File: config.mk
export PLATFORM = sky130hd
export DESIGN_NAME = alu_issue_unit_flat
export DESIGN_NICKNAME = d
export VERILOG_FILES = /design/src/rtl/alu_pkg.sv /design/src/rtl/alu_issue_unit_if.sv /design/src/rtl/alu_regfile.sv /design/src/rtl/alu_issue_unit.sv /design/src/flat_wrapper.sv
export SDC_FILE = /design/constraint.sdc
export NUM_CORES = 1
export LEC_CHECK = 0
export ABC_AREA = 1
export BUFFER_PORTS_ARGS = -buffer_cell sky130_fd_sc_hd__buf_2
export CORE_MARGIN = 5
export CORE_UTILIZATION = 25
export DETAILED_ROUTE_END_ITERATION = 10
export GPL_ROUTABILITY_DRIVEN = 1
export GPL_TIMING_DRIVEN = 0
export MAX_ROUTING_LAYER = met4
export PLACE_DENSITY = 0.41
export SYNTH_ARGS = -nofsm -noshare
export SYNTH_HDL_FRONTEND = slang
export SYNTH_SLANG_ARGS = --single-unit
File: constraint.sdc
create_clock -name clk -period 1.4 [get_ports clk]
set_clock_uncertainty 0.15 [all_clocks]
set_input_delay 0.07 -clock clk [delete_from_list [all_inputs] [get_ports clk]]
set_output_delay 0.07 -clock clk [all_outputs]
set_load 0.05 [all_outputs]
File: src/rtl/alu_pkg.sv
// Shared constants and types for the ALU issue unit.
// Widths, opcode limit and sequencer state encoding.
package alu_pkg;

  localparam int DW         = 4;
  localparam int OPW        = 3;
  localparam int NREG       = 4;
  localparam int RIW        = $clog2(NREG);
  localparam int ALU_OP_MAX = 5;

  typedef enum logic [1:0] {
    S_IDLE,
    S_EXEC,
    S_WB
  } state_t;

endpackage

File: src/rtl/alu_issue_unit_if.sv
// Instruction handshake bundle for the ALU issue unit.
// Master is the upstream producer; slave is the issue unit.
interface alu_issue_unit_if #(
  parameter int DW  = alu_pkg::DW,
  parameter int OPW = alu_pkg::OPW,
  parameter int IW  = alu_pkg::RIW
);

  logic           in_valid;
  logic           in_ready;
  logic [OPW-1:0] in_op;
  logic           in_ld;
  logic           in_imm_en;
  logic [DW-1:0]  in_imm;
  logic [IW-1:0]  in_rd;
  logic [IW-1:0]  in_ra;
  logic [IW-1:0]  in_rb;

  modport master (
    output in_valid,
    output in_op,
    output in_ld,
    output in_imm_en,
    output in_imm,
    output in_rd,
    output in_ra,
    output in_rb,
    input  in_ready
  );

  modport slave (
    input  in_valid,
    input  in_op,
    input  in_ld,
    input  in_imm_en,
    input  in_imm,
    input  in_rd,
    input  in_ra,
    input  in_rb,
    output in_ready
  );

endinterface

File: src/rtl/alu_regfile.sv
// Small register file: two read ports, a debug read port
// and one synchronous write port, all cleared on reset.
module alu_regfile #(
  parameter int DW   = 4,
  parameter int NREG = 4,
  parameter int IW   = 2
) (
  input  logic          clk,
  input  logic          rst,
  input  logic          we,
  input  logic [IW-1:0] waddr,
  input  logic [DW-1:0] wdata,
  input  logic [IW-1:0] ra,
  output logic [DW-1:0] rdata_a,
  input  logic [IW-1:0] rb,
  output logic [DW-1:0] rdata_b,
  input  logic [IW-1:0] dbg_sel,
  output logic [DW-1:0] dbg_data
);

  logic [DW-1:0] rf [NREG];

  // Storage with async clear and a single write port
  always_ff @(posedge clk or posedge rst) begin
    if (rst) begin
      for (int i = 0; i < NREG; i++) begin
        rf[i] <= '0;
      end
    end else if (we) begin
      rf[waddr] <= wdata;
    end
  end

  assign rdata_a  = rf[ra];
  assign rdata_b  = rf[rb];
  assign dbg_data = rf[dbg_sel];

endmodule

File: src/rtl/alu_issue_unit.sv
// Serialising sequencer feeding a combinational ALU:
// operand fetch, one settle cycle, then result writeback.
module alu_issue_unit
  import alu_pkg::*;
#(
  parameter int DW   = alu_pkg::DW,
  parameter int NREG = alu_pkg::NREG,
  parameter int OPW  = alu_pkg::OPW
) (
  input  logic                  clk,
  input  logic                  rst,
  alu_issue_unit_if.slave       req,
  output logic [DW-1:0]         Ain,
  output logic [DW-1:0]         Bin,
  output logic [OPW-1:0]        ALUop,
  input  logic [DW-1:0]         ALUout,
  output logic                  done,
  output logic                  err,
  output logic [7:0]            op_count,
  input  logic [$clog2(NREG)-1:0] dbg_sel,
  output logic [DW-1:0]         dbg_data
);

  localparam int IW = $clog2(NREG);

  state_t        state;
  logic [IW-1:0] rd_q;
  logic          fire;
  logic          illegal;
  logic          we;
  logic [IW-1:0] waddr;
  logic [DW-1:0] wdata;
  logic [DW-1:0] rdata_a;
  logic [DW-1:0] rdata_b;

  assign req.in_ready = (state == S_IDLE);
  assign fire    = req.in_valid && req.in_ready;
  assign illegal = req.in_op > OPW'(ALU_OP_MAX);

  // Write port: immediate on load accept, ALU result in WB
  always_comb begin
    we    = 1'b0;
    waddr = req.in_rd;
    wdata = req.in_imm;
    if (state == S_WB) begin
      we    = 1'b1;
      waddr = rd_q;
      wdata = ALUout;
    end else if (fire && req.in_ld) begin
      we    = 1'b1;
    end
  end

  alu_regfile #(
    .DW   (DW),
    .NREG (NREG),
    .IW   (IW)
  ) u_rf (
    .clk      (clk),
    .rst      (rst),
    .we       (we),
    .waddr    (waddr),
    .wdata    (wdata),
    .ra       (req.in_ra),
    .rdata_a  (rdata_a),
    .rb       (req.in_rb),
    .rdata_b  (rdata_b),
    .dbg_sel  (dbg_sel),
    .dbg_data (dbg_data)
  );

  // Sequencer, operand registers, status pulses and counter
  always_ff @(posedge clk or posedge rst) begin
    if (rst) begin
      state    <= S_IDLE;
      Ain      <= '0;
      Bin      <= '0;
      ALUop    <= '0;
      rd_q     <= '0;
      done     <= 1'b0;
      err      <= 1'b0;
      op_count <= '0;
    end else begin
      done <= 1'b0;
      err  <= 1'b0;
      unique case (state)
        S_IDLE: begin
          if (fire) begin
            if (req.in_ld) begin
              done <= 1'b1;
            end else if (illegal) begin
              err <= 1'b1;
            end else begin
              Ain   <= rdata_a;
              Bin   <= req.in_imm_en ? req.in_imm : rdata_b;
              ALUop <= req.in_op;
              rd_q  <= req.in_rd;
              state <= S_EXEC;
            end
          end
        end
        S_EXEC: begin
          state <= S_WB;
        end
        S_WB: begin
          done     <= 1'b1;
          op_count <= op_count + 8'd1;
          state    <= S_IDLE;
        end
        default: begin
          state <= S_IDLE;
        end
      endcase
    end
  end

endmodule

File: src/flat_wrapper.sv
// flat-port wrapper written by rule: the top's interface ports become plain ports
module alu_issue_unit_flat import alu_pkg::*;
#(
  parameter int DW   = alu_pkg::DW,
  parameter int NREG = alu_pkg::NREG,
  parameter int OPW  = alu_pkg::OPW
)
  (clk, rst, Ain, Bin, ALUop, ALUout, done, err, op_count, dbg_sel, dbg_data, req_in_valid, req_in_op, req_in_ld, req_in_imm_en, req_in_imm, req_in_rd, req_in_ra, req_in_rb, req_in_ready);
  alu_issue_unit_if #(.DW(DW), .OPW(OPW), .IW(2)) req_i ();
  input  logic clk;
  input  logic rst;
  output logic [DW-1:0] Ain;
  output logic [DW-1:0] Bin;
  output logic [OPW-1:0] ALUop;
  input  logic [DW-1:0] ALUout;
  output logic done;
  output logic err;
  output logic [7:0] op_count;
  input  logic [$clog2(NREG)-1:0] dbg_sel;
  output logic [DW-1:0] dbg_data;
  input wire logic [$bits(req_i.in_valid)-1:0] req_in_valid;
  input wire logic [$bits(req_i.in_op)-1:0] req_in_op;
  input wire logic [$bits(req_i.in_ld)-1:0] req_in_ld;
  input wire logic [$bits(req_i.in_imm_en)-1:0] req_in_imm_en;
  input wire logic [$bits(req_i.in_imm)-1:0] req_in_imm;
  input wire logic [$bits(req_i.in_rd)-1:0] req_in_rd;
  input wire logic [$bits(req_i.in_ra)-1:0] req_in_ra;
  input wire logic [$bits(req_i.in_rb)-1:0] req_in_rb;
  output wire logic [$bits(req_i.in_ready)-1:0] req_in_ready;
  assign req_i.in_valid = req_in_valid;
  assign req_i.in_op = req_in_op;
  assign req_i.in_ld = req_in_ld;
  assign req_i.in_imm_en = req_in_imm_en;
  assign req_i.in_imm = req_in_imm;
  assign req_i.in_rd = req_in_rd;
  assign req_i.in_ra = req_in_ra;
  assign req_i.in_rb = req_in_rb;
  assign req_in_ready = req_i.in_ready;
  alu_issue_unit #(.DW(DW), .NREG(NREG), .OPW(OPW)) u_core (.clk(clk), .rst(rst), .req(req_i), .Ain(Ain), .Bin(Bin), .ALUop(ALUop), .ALUout(ALUout), .done(done), .err(err), .op_count(op_count), .dbg_sel(dbg_sel), .dbg_data(dbg_data));
endmodule
# Word-level counts from Yosys, hierarchy flattened
# Index checks and enable logic that the tools add are counted.
# word_totals
regBits	41
input_bits	24
out_inout_bits	26
word_cells	64
# op_classes
n_addsub	1
order_cmp	6
n_eq_ne	5
mux	28
bitwise_logic	6
reduce_logical	6
# op_table
cell	n
4-bit 2-to-1 mux	9
4-bit binary-select mux with 2-bit select	3
16-bit bitwise mux	1
3-bit greater-or-equal comparator (second input constant)	4
2-bit inverter with 3-bit output	4
8-bit by 1-bit adder with 8-bit output (second input constant)	1
4-bit demux with 2-bit select	1
1-bit 2-to-1 mux	8
2-bit 2-to-1 mux	4
2-bit inequality test (second input constant)	3
2-bit case mux with 2 select lines	1
4-bit AND reduction	1
3-bit greater-than comparator (second input constant)	1
1-bit logical AND	3
3-bit by 1-bit < comparator with 1-bit output (second input constant)	1
3-bit AND reduction	1
2-bit by 1-bit equality test with 1-bit output (second input constant)	1
2-bit equality test (second input constant)	1
2-bit zero test	1
1-bit inverter	2
1-bit case mux with 2 select lines	1

# Logic depth before layout (Yosys ltp)
# Gate-level depths: netlist of run 1.
# depth
word_depth	8
depth_mapped	8
ltp_nobuf	7

# Cells and area by module
# From an unflattened synthesis of run 1, not the netlist that was laid out.
# unflattened
cells_unflattened	326
area_unflattened_um2	2332.2
# by_module_without_submodules
module	n_inst	cells_per_inst	area_per_inst_um2	seq_area_each_um2
alu_issue_unit	1	144	1193.6	625.6
alu_regfile	1	182	1138.6	400.4

# Least setup slack after synthesis of run 1
# No wires, ideal clock.
# synth_path
kind	reg-to-reg
start	register u_core.state[1]
end	register u_core.Ain[0]
setup_ps	66
arrival_ps	1527
path_slack_ps	-343
stages_incl_launch_ff	8
cell_sequence	dfrtp_1 -> buf_4 -> nor2_2 -> nand3_1 -> buf_2 -> inv_2 -> nand2_1 -> nand2_1
# synth_between
elab_chain_cells	3
# synth_rtl
element	line	source
from (decl)	alu_issue_unit.sv:26	state_t state;
from (signal assigned)	alu_issue_unit.sv:75	state <= S_IDLE;
from (signal assigned)	alu_issue_unit.sv:98	state <= S_EXEC;
from (signal assigned)	alu_issue_unit.sv:103	state <= S_WB;
2-bit zero test (*)	alu_issue_unit.sv:36	assign req.in_ready = (state == S_IDLE);
net req_in_ready	flat_wrapper.sv:29	output wire logic [$bits(req_i.in_ready)-1:0] req_in_ready;
1-bit logical AND	alu_issue_unit.sv:37	assign fire = req.in_valid && req.in_ready;
4-bit AND reduction (no source line) (*)	--	
to (signal assigned)	alu_issue_unit.sv:94	Ain <= rdata_a;
to (decl)	alu_issue_unit.sv:13	output logic [DW-1:0] Ain,
# The timed path passes the listed nets; every way through them passes the cells marked *.
# A chain may end at the register's enable or synchronous reset.

# Worst setup path after layout of run 1
# layout_path
start	register u_core.state[0]
end	register u_core.u_rf.rf[15] (netlist bit)
# layout_between
elab_chain_cells	8
elab_cells_between_ends	15
cone_classes	order compare (2); eq/ne (1); mux (7); bitwise (1); reduce/logical (4)
# layout_rtl
element	line	source
2-bit equality test	alu_issue_unit.sv:45	if (state == S_WB) begin
2-bit 2-to-1 mux	alu_issue_unit.sv:45	
2-bit inverter with 3-bit output (implied by the code)	alu_regfile.sv:30	rf[waddr] <= wdata;
3-bit greater-or-equal comparator (implied by the code) / 3-bit by 1-bit < comparator with 1-bit output (equally long branches)	alu_regfile.sv:30	
1-bit logical AND (implied by the code)	alu_regfile.sv:30	
4-bit 2-to-1 mux (implied by the code)	alu_regfile.sv:30	
4-bit demux with 2-bit select	alu_regfile.sv:30	
16-bit bitwise mux	alu_regfile.sv:30	
to (signal, indexed assignment)	alu_regfile.sv:30	
to (decl)	alu_regfile.sv:21	logic [DW-1:0] rf [NREG];
# Several ways; a longest one is shown, not always the timed one.

==> implementation parameters, run 1 <==
Parameter                              Value

Layout
  Layout cells sized above 1    40.7%
  Layout area overhead    56.5%
  Count of placed standard cells in the final layout, fillers left out    518
  Final net count    434
  Fill cells    923
  Post-route core utilization    40.3%
  Antenna Cells    0

Detailed routing
  Antenna violation net count after detailed routing    0
  Total iterations of the first detailed-routing run    4
  Wire length per cell    14.3 microns
  Violation count after the first detailed-routing iteration    75
  Via density per instance    4.53
  Drc violations    0
  Vias post-DR    2348
  Wire length reported by the detailed router    7390 microns

Clocking
  TritonCTS clock tree    done
  Clock sink count    41
  Largest buffer count on any clock path    2
  Clock transition at the register clock pins on the worst setup and hold paths after CTS    0.08 ns
  Num CTS Buffers    5
  Clk_lat worst skew    0.29 ns
  Clock root buffer    sky130_fd_sc_hd__clkbuf_8
  H-tree lvl count    2

Setup path
  Worst reg2reg endpoint    u_core.u_rf.rf[15]
  Required time at the endpoint of the critical path    1.43 ns
  Largest fanout of any net on the critical path    4
  Largest incremental delay on the critical path    0.44 ns
  Cell with the most instances on the worst path    sky130_fd_sc_hd__nand2_1
  RR Startpoint    u_core.state[0]
  Critical Setup Path Class    flop to flop
  Buf+Inv Stages, Crit Path    2
  Cell type of the slowest stage on the worst timing path    sky130_fd_sc_hd__dfrtp_2
  Setup slack on the worst flop-to-flop path    -0.09 ns
  Kind of launch point of the worst setup path    flop
  Critical path capture point type    flop
  Number of cells traversed by the worst register-to-register path    7
  Critical Path, Cell by Cell    inv_4 -> buf_6 -> nand3b_1 -> nand2_4 -> nand3_4 -> nand2_1 -> nand2_1
  Cell type group with the largest total delay on the critical path    simple AND/OR/NAND/NOR gates
  Worst path arrival time    1.51 ns

STA
  Smallest setup slack after layout    -0.0863 ns
  Final setup violation count    26
  Setup repair after global routing missed its margin    true
  Worst hold slack after final layout    0.0124 ns
  Setup TNS    -1.06 ns
  Transition time at the pin with the least slew margin    0.343 ns
  Hold violation total from the final report    0
  Relative max-transition margin    77.1%
  Max Fclk    673 MHz
  Number of slew-limit violations in the final report    0
  Final critical-path required period    1.49 ns
  Period utilisation layout    106%

Synth
  Dominant cells by area after synthesis    sky130_fd_sc_hd__dfrtp_1 45%, sky130_fd_sc_hd__nand2_1 22%, sky130_fd_sc_hd__nand3_1 7.1%
  Flip-flop cell with the highest count after synthesis    sky130_fd_sc_hd__dfrtp_1
  Sequential cell area fraction in the yosys report    45.4%
  Area share of the largest cell type after synthesis    45.4%
  Number of synthesized flops with an enable pin    0
  Area of the mapped netlist    2260 sq um
  FF+latch count, synth    41
  Mean instance size in the synthesized netlist    7.08 sq um
  Most frequently used cell type in the post-synthesis netlist    sky130_fd_sc_hd__nand2_1
  Synth Instances    319
  Ranking of synthesized cells by instance count    134 x sky130_fd_sc_hd__nand2_1, 41 x sky130_fd_sc_hd__dfrtp_1, 39 x sky130_fd_sc_hd__nor2_1
  Unique masters post-synth    23
  Fraction of registers with async set or reset after synthesis    100%
  Yosys warnings    0
  Synth Net Count    344
  Most area-hungry cell type in the Yosys netlist    sky130_fd_sc_hd__dfrtp_1

Global routing
  Vias in the first global route    2292
  Largest net degree at the start of global routing    29
  Global-route congestion overflow total    0
  First-pass GRT wire length    11800 microns
  Total track usage    13.7%
  Antenna violations before repair    0

Hold path
  Hold Crit Endpoint    u_core.Bin[1]
  Worst hold start    req_in_imm[1]
  Worst hold path depth    5
  Classification of the worst-slack hold path    primary input to flop

Placement
  Detailed placement HPWL    4930 microns
  Final weighted congestion in routability-driven placement    0.807
  Number of I/O port buffers    46
  Dpl cells    474
  Worst slack, placed    -0.177 ns

Pwr
  Leakage    1.76 nW
  Total power per unit cell area    1400 nW/um^2
  Peak VDD IR    725 uV

Floorplanning
  Die footprint    11000 sq um
  Core Area    8760 sq um
  Starting Density    25.8%
  Number of rows in the core area    34
  Die Y-Extent    105 microns
  Die X    105 microns
  Top-level port count    50

Outcome
  Violations in the final reports    negative setup slack
  Outcome    finished with violations

Flow run
  Max-capacitance violation count    0
==> cell families (layout without fill, tap and decap cells) <==
kind of cell	after synthesis	in the layout	synth area share, %
xor gates and xnor gates	4	4	1.55
adders and majority gates	1	1	0.554
DFF	41	41	45.4
AOI/OAI and AO/OA	23	23	5.48
and+or+nand+nor	221	222	41.5
buffers and inverters	29	119	5.48
==> worst max-delay path by stage <==
stage	startpoint	to	slack, ns	cells past startpoint
after detailed placement	u_core.state[0]	u_core.u_rf.rf[14]	-0.18	8
after global placement	rst	u_core.op_count[4]	-0.61	2
after floorplan	u_core.state[1]	u_core.ALUop[0]	-0.05	6
final	u_core.state[0]	u_core.u_rf.rf[15]	-0.09	7
after global routing	u_core.state[0]	u_core.u_rf.rf[11]	-0.16	8
after CTS	u_core.state[0]	u_core.u_rf.rf[15]	-0.05	7
==> layer usage <==
| layer | global-route usage [%] | wire length (microns) | vias to the layer above |
|---|---|---|---|
| met1 | 16.7 | 3280 | 1107 |
| met5 | - | 0 | - |
| met3 | 2.65 | 294 | 5 |
| met4 | 2.92 | 45 | 0 |
| li1 | - | - | 1194 |
| met2 | 23.4 | 3770 | 42 |
==> timing repair <==
item,CTS,global route
setup buffers,17,7
endpoints found under the hold margin,49,0
hold buffers,10,0
gates cloned,1,1
resized for setup,63,35
pin swaps,15,11
setup endpoints to repair,23,31
==> area by class of cell <==
cell class	count	area [sq um]	share of cell area, %
timing repair buffer	82	644	18.2
multi-input combinational	250	1420	40.1
clock inverter	1	30.0	0.850
buffer	8	85.1	2.41
sequential	41	1040	29.4
tap	108	135	3.82
clock buffer	7	86.3	2.44
inverter	21	96.3	2.73
==> per-stage QoR <==
step,area (sq um),power [mW]
2_1_floorplan,2350,3.03
3_3_place_gp,2710,3.53
3_5_place_dp,2730,3.53
4_1_cts,3340,4.88
5_1_grt,3530,5.25
6_report,3530,4.96
==> worst reg2reg max path, delay by kind of cell (launching register included) <==
kind / cells / cell delay (ns)
and+or+nand+nor: 5 / 0.57
DFF: 1 / 0.44
buffers and inverters: 2 / 0.20
==> sequential cells by signal, summed over array words and instances (netlist names) <==
| register | count |
|---|---|
| u_core.state | 2 |
| u_core.rd_q | 2 |
| u_core.done | 1 |
| u_core.Ain | 4 |
| u_core.u_rf.rf | 16 |
| u_core.op_count | 8 |
| u_core.ALUop | 3 |
| u_core.err | 1 |
| u_core.Bin | 4 |
==> cell usage in the layout (no fill, tap or decap), drive strengths merged <==
cell         Yosys  routed
xnor2            1       1
bufinv           0       1
nor2            42      42
nand4            2       2
buf              5      77
dfrtp           41      41
nand3           36      36
o22ai            4       4
o21ai           18      18
nand3b           2       2
dlygate4sd3      0      10
ha               1       1
inv             21      20
clkbuf           3      10
xor2             3       3
clkinv           0       1
nand2          139     140
a21oi            1       1
==> power by group <==
part           switching, mW  total [mW]  leakage, nW  internal (mW)
Combinational           1.36        2.11         1.19          0.753
Sequential             0.339        1.84        0.508           1.51
Clock                  0.421        1.00       0.0585          0.582
Total                   2.12        4.96         1.76           2.84
No activity file was read; power rests on OpenSTA's default activity.
==> inputs of run 2 (changes only) <==
clock period = 1.35 ns   (was 1.4 ns; I/O delays follow)
==> run 2 against run 1 <==
Against the previous run: global-route usage decreased by 0.070 points; wire length down 0.61%; the run ends with negative hold slack, negative setup slack left; hold slack got worse by 0.032 ns; maximum frequency up 2.3%; setup slack lost 0.017 ns; via count is 0.34% lower; utilization grew 0.071 points; cell area rose by 0.18%; cell count is 0.97% higher.
==> implementation parameters, run 2 (synthesis gave the netlist of run 1 again) <==
Parameter                              Value

Layout
  Number of flip-flops under the largest register name    16
  Final net count    439
  Area occupied by multi-input gates    1410 sq um
  Leading registers by flop count    u_core.u_rf.rf x16, u_core.op_count x8
  Largest Register    u_core.u_rf.rf
  Footprint of the flip-flops and latches    1040 sq um
  Most frequent standard cell in the layout excluding fill and tap cells    sky130_fd_sc_hd__nand2_1
  Layout area overhead    56.7%
  Most frequent cells in the layout    117 x sky130_fd_sc_hd__nand2_1, 44 x sky130_fd_sc_hd__buf_2, 32 x sky130_fd_sc_hd__nor2_1, 29 x sky130_fd_sc_hd__dfrtp_1, 25 x sky130_fd_sc_hd__buf_4
  Antenna Cells    0
  Fill cells    903
  Layout cells sized above 1    39.8%

STA
  Max Fclk    688 MHz
  Period utilisation layout    108%
  Setup repair after global routing missed its margin    true
  Hold violation total from the final report    1
  Final critical-path required period    1.45 ns
  Number of slew-limit violations in the final report    0
  Smallest setup slack after layout    -0.103 ns
  Relative max-transition margin    69.9%
  Transition time at the pin with the least slew margin    0.450 ns
  Final setup violation count    35
  Worst hold slack after final layout    -0.0198 ns
  Setup TNS    -2.06 ns

Setup path
  Kind of launch point of the worst setup path    flop
  Required time at the endpoint of the critical path    1.42 ns
  RR Startpoint    u_core.state[0]
  Critical path capture point type    flop
  Launching instance or port of the critical path    u_core.state[0]
  Critical Setup Path Class    flop to flop
  Worst path arrival time    1.53 ns
  Largest fanout of any net on the critical path    8

Floorplanning
  Die X    105 microns
  Starting Density    25.8%
  Die Y-Extent    105 microns
  Top-level port count    50
  Number of rows in the core area    34
  Die footprint    11000 sq um
  Core Area    8760 sq um

Detailed routing
  Via density per instance    4.47
  Total iterations of the first detailed-routing run    4
  Drc violations    0
  Antenna violation net count after detailed routing    0
  Wire length reported by the detailed router    7340 microns
  Vias post-DR    2340
  Violation count after the first detailed-routing iteration    89
  Wire length per cell    14.0 microns

Clocking
  H-tree lvl count    2
  Num CTS Buffers    5
  Clock sink count    41
  Clk_lat worst skew    0.29 ns
  TritonCTS clock tree    done
  Hold buffer count at CTS    11
  Clock root buffer    sky130_fd_sc_hd__clkbuf_8
  Clock transition at the register clock pins on the worst setup and hold paths after CTS    0.09 ns
  Largest buffer count on any clock path    2

Placement
  Final weighted congestion in routability-driven placement    0.826
  Detailed placement HPWL    4950 microns
  Number of I/O port buffers    46

Flow run
  Max-capacitance violation count    0

Pwr
  Leakage    1.78 nW
  Total power per unit cell area    1470 nW/um^2
  Post-route total power    5.22 mW
  Peak VDD IR    606 uV

Global routing
  Antenna violations before repair    0
  First-pass GRT wire length    11800 microns
  Global-route congestion overflow total    0
  Total track usage    13.6%
  Vias in the first global route    2357
  Largest net degree at the start of global routing    24

Hold path
  Classification of the worst-slack hold path    primary input to flop
  Worst hold start    req_in_valid

Outcome
  Outcome    finished with violations
  Violations in the final reports    negative hold slack, negative setup slack
==> run 2: cell count changes in the layout (fill, tap and decap cells not counted), moves of 2 or more <==
cell | previous run | this run
sky130_fd_sc_hd__buf_4 | 19 | 25
sky130_fd_sc_hd__buf_8 | 4 | 0
sky130_fd_sc_hd__inv_6 | 0 | 2
sky130_fd_sc_hd__nand2_4 | 9 | 4
sky130_fd_sc_hd__nand2_8 | 1 | 5
sky130_fd_sc_hd__nand3_1 | 17 | 22
sky130_fd_sc_hd__nand3_2 | 14 | 10
sky130_fd_sc_hd__nor2_1 | 30 | 32
sky130_fd_sc_hd__nor2_2 | 9 | 6
==> run 2: repair_timing <==
item                                    4_1_cts  5_1_grt
endpoints found under the setup margin       25       41
endpoints found under the hold margin        27        1
gates cloned                                  2        1
gates resized for setup                      45       41
buffers inserted                             23        4
pin swaps                                     9       13
==> run 2: path summary, 6_finish.rpt <==
check / slack (ns) / depth (start not counted) / to
setup / recovery: -0.10 / 6 / u_core.u_rf.rf[5]
hold / removal: -0.02 / 3 / u_core.done
setup reg to reg: -0.10 / 6 / u_core.u_rf.rf[5]
hold reg to reg: 0.33 / 2 / u_core.Ain[1]
max in group asynchronous: 0.39 / 4 / u_core.u_rf.rf[10]
min in group asynchronous: 0.17 / 3 / u_core.err
==> run 2: cell type report <==
cell class                 count  area share (%)
clock inverter                 1           0.848
timing repair buffer          87            18.6
inverter                      21            2.58
tap                          108            3.82
multi-input combinational    250            39.9
buffer                         8            2.40
sequential                    41            29.4
clock buffer                   7            2.44
==> run 2: critical path: stages, from the launching register on <==
cell and delay, ns:
sky130_fd_sc_hd__dfrtp_2 0.44, sky130_fd_sc_hd__inv_4 0.11, sky130_fd_sc_hd__buf_4 0.13, sky130_fd_sc_hd__nand2_2 0.09, sky130_fd_sc_hd__nor2_4 0.27, sky130_fd_sc_hd__nand3_1 0.13, sky130_fd_sc_hd__nand2_1 0.07
==> run 2: through the flow <==
step	instances	utilization, %	instance area, sq um	setup slack [ns]
global route	523	40.4	3540	-0.159
CTS	518	37.8	3310	-0.0775
detailed placement	474	31.3	2740	-0.257
finish	523	40.4	3540	-0.103
floorplan	319	-	2350	-0.101
global placement	473	31.0	2720	-0.666
==> run 2: where the power goes <==
part / total (mW) / internal (mW) / switching, mW
registers: 1.84 / 1.56 / 0.276
logic: 2.34 / 0.848 / 1.49
clock network: 1.04 / 0.604 / 0.438
total: 5.22 / 3.01 / 2.21
==> run 2: routing by layer <==
layer,part of all wire [%],vias to the layer above,track usage [%]
met5,0,-,-
met4,1.5,0,3.47
met3,4.0,10,3.27
met2,50,45,23.2
met1,45,1085,16.0
li1,-,1200,-
==> inputs of run 3 (changes only) <==
--- a/config.mk
+++ b/config.mk
@@ -14,5 +14,5 @@
 export GPL_TIMING_DRIVEN = 0
 export MAX_ROUTING_LAYER = met4
-export PLACE_DENSITY = 0.41
+export PLACE_DENSITY = 0.4
 export SYNTH_ARGS = -nofsm -noshare
 export SYNTH_HDL_FRONTEND = slang
==> constraint.sdc (replaced) <==
create_clock -name clk -period 1.45 [get_ports clk]
set_clock_uncertainty 0.15 [all_clocks]
set_input_delay 0.435 -clock clk [delete_from_list [all_inputs] [get_ports clk]]
set_output_delay 0.435 -clock clk [all_outputs]
set_load 0.05 [all_outputs]
==> run 3 against run 2 <==
Against the previous run: the run ends with negative setup slack left; via count increased by 0.90%; count of clock-buffer cells in the layout decreased by 2; setup slack got worse by 0.16 ns; cell area increased by 5.7%; critical path depth decreased by 3.
==> implementation parameters, run 3 (synthesis gave the netlist of run 1 again) <==
Parameter                              Value

Outcome
  Outcome    finished with violations
  Violations in the final reports    negative setup slack

Floorplanning
  Die X    105 microns
  Starting Density    25.8%
  Die footprint    11000 sq um
  Top-level port count    50
  Die Y-Extent    105 microns
  Number of rows in the core area    34
  Core Area    8760 sq um

Layout
  Number of flip-flops under the largest register name    16
  Most frequent cells in the layout    112 x sky130_fd_sc_hd__nand2_1, 34 x sky130_fd_sc_hd__buf_4, 31 x sky130_fd_sc_hd__buf_6, 26 x sky130_fd_sc_hd__nand3_1
  Layout cells sized above 1    47.2%
  Post-route core utilization    42.7%
  Layout area overhead    65.7%
  Final net count    441
  Antenna Cells    0
  Most frequent standard cell in the layout excluding fill and tap cells    sky130_fd_sc_hd__nand2_1
  Fill cells    911
  Leading registers by flop count    u_core.u_rf.rf x16, u_core.op_count x8
  Largest Register    u_core.u_rf.rf

Setup path
  Worst path arrival time    1.13 ns
  Critical Setup Path Class    flop to output pin
  Critical path capture point type    output pin
  Required time at the endpoint of the critical path    0.87 ns
  Largest fanout of any net on the critical path    2
  Total stage count of the critical path    3
  Number of cells traversed by the worst register-to-register path    7
  Largest incremental delay on the critical path    0.44 ns
  Kind of launch point of the worst setup path    flop
  Buf+Inv Stages, Crit Path    1
  Cell type group with the largest total delay on the critical path    flip-flops
  Critical Path, Cell by Cell    o21ai_2 -> o22ai_4 -> buf_6
  Cell type of the slowest stage on the worst timing path    sky130_fd_sc_hd__dfrtp_2

STA
  Period utilisation layout    118%
  Setup repair after global routing missed its margin    true
  Hold violation total from the final report    0
  Worst hold slack after final layout    0.164 ns
  Final setup violation count    22
  Final critical-path required period    1.71 ns
  Relative max-transition margin    38.2%
  Max Fclk    584 MHz
  Number of slew-limit violations in the final report    0
  Transition time at the pin with the least slew margin    0.925 ns
  Smallest setup slack after layout    -0.261 ns

Detailed routing
  Wire length reported by the detailed router    7760 microns
  Total iterations of the first detailed-routing run    4
  Wire length per cell    14.8 microns
  Drc violations    0
  Via density per instance    4.50
  Antenna violation net count after detailed routing    0
  Violation count after the first detailed-routing iteration    86
  Vias post-DR    2361

Hold path
  Classification of the worst-slack hold path    primary input to asynchronous set/reset pin

Clocking
  Largest buffer count on any clock path    2
  Num CTS Buffers    5
  Clock root buffer    sky130_fd_sc_hd__clkbuf_8
  Clock transition at the register clock pins on the worst setup and hold paths after CTS    0.09 ns
  Clock sink count    41
  H-tree lvl count    2
  Clk_lat worst skew    0.30 ns
  TritonCTS clock tree    done

Global routing
  Antenna violations before repair    0
  Total track usage    14.7%
  Vias in the first global route    2406
  First-pass GRT wire length    12500 microns
  Global-route congestion overflow total    0
  Largest net degree at the start of global routing    42

Placement
  Worst slack, placed    -0.340 ns
  Detailed placement HPWL    5110 microns
  Final weighted congestion in routability-driven placement    0.787
  Number of I/O port buffers    46

Pwr
  Post-route total power    5.11 mW
  Total power per unit cell area    1360 nW/um^2
  Peak VDD IR    836 uV
  Leakage    1.82 nW

Flow run
  Max-capacitance violation count    0
## run 3: changes by cell type in the layout (fill, tap and decap cells not counted), sizes merged
cell         previous run  this run
clkbuf                 10         8
clkinvlp                0         2
bufinv                  1         0
inv                    21        19
clkinv                  0         3
dlygate4sd3            11         0
buf                    80        94
bufbuf                  1         0
## run 3: layer usage
layer / track usage (%) / share of wire, % / vias up
met5: - / 0 / -
met4: 2.74 / 0.61 / 0
met3: 3.08 / 2.7 / 4
met2: 22.8 / 47 / 41
met1: 20.1 / 50 / 1116
li1: - / - / 1200
## run 3: layout make-up
type,count,area (sq um),area share (%)
clock buffer,5,68.8,1.84
sequential,41,1050,28.0
clock inverter,3,17.5,0.468
multi-input combinational,250,1490,39.7
timing repair buffer,90,785,21.0
buffer,7,90.1,2.41
inverter,21,113,3.01
tap,108,135,3.61
## run 3: per-stage QoR
| stage | cell area [sq um] | setup TNS, ns | std cells |
|---|---|---|---|
| after detailed placement | 2770 | -3.07 | 473 |
| after floorplan | 2410 | -0.693 | 319 |
| after CTS | 3550 | -2.06 | 522 |
| final | 3740 | -1.73 | 525 |
| after global placement | 2770 | -3.21 | 473 |
| after global routing | 3740 | -3.69 | 525 |
## run 3: path summary, 6_finish.rpt
| path | start | end | slack (ns) |
|---|---|---|---|
| min reg2reg | u_core.Ain[3] | u_core.Ain[3] | 0.36 |
| max reg2reg | u_core.state[0] | u_core.u_rf.rf[13] | -0.06 |
| max | u_core.u_rf.rf[8] | dbg_data[0] | -0.26 |
| min | rst | u_core.err | 0.16 |
| max in group asynchronous | rst | u_core.u_rf.rf[5] | 0.43 |
| min in group clk | req_in_op[0] | u_core.ALUop[0] | 0.18 |
## run 3: repair_timing
action                                  CTS  global route
hold buffers                              0             0
gates cloned                              2             1
endpoints found under the setup margin   42            59
setup buffers                            39             3
gates resized for setup                 114            42
pin swaps                                26            26
## run 3: report_power, final
| group | internal (mW) | switching [mW] |
|---|---|---|
| Combinational | 1.06 | 1.50 |
| Clock | 0.333 | 0.428 |
| Sequential | 1.46 | 0.320 |
| Total | 2.86 | 2.25 |
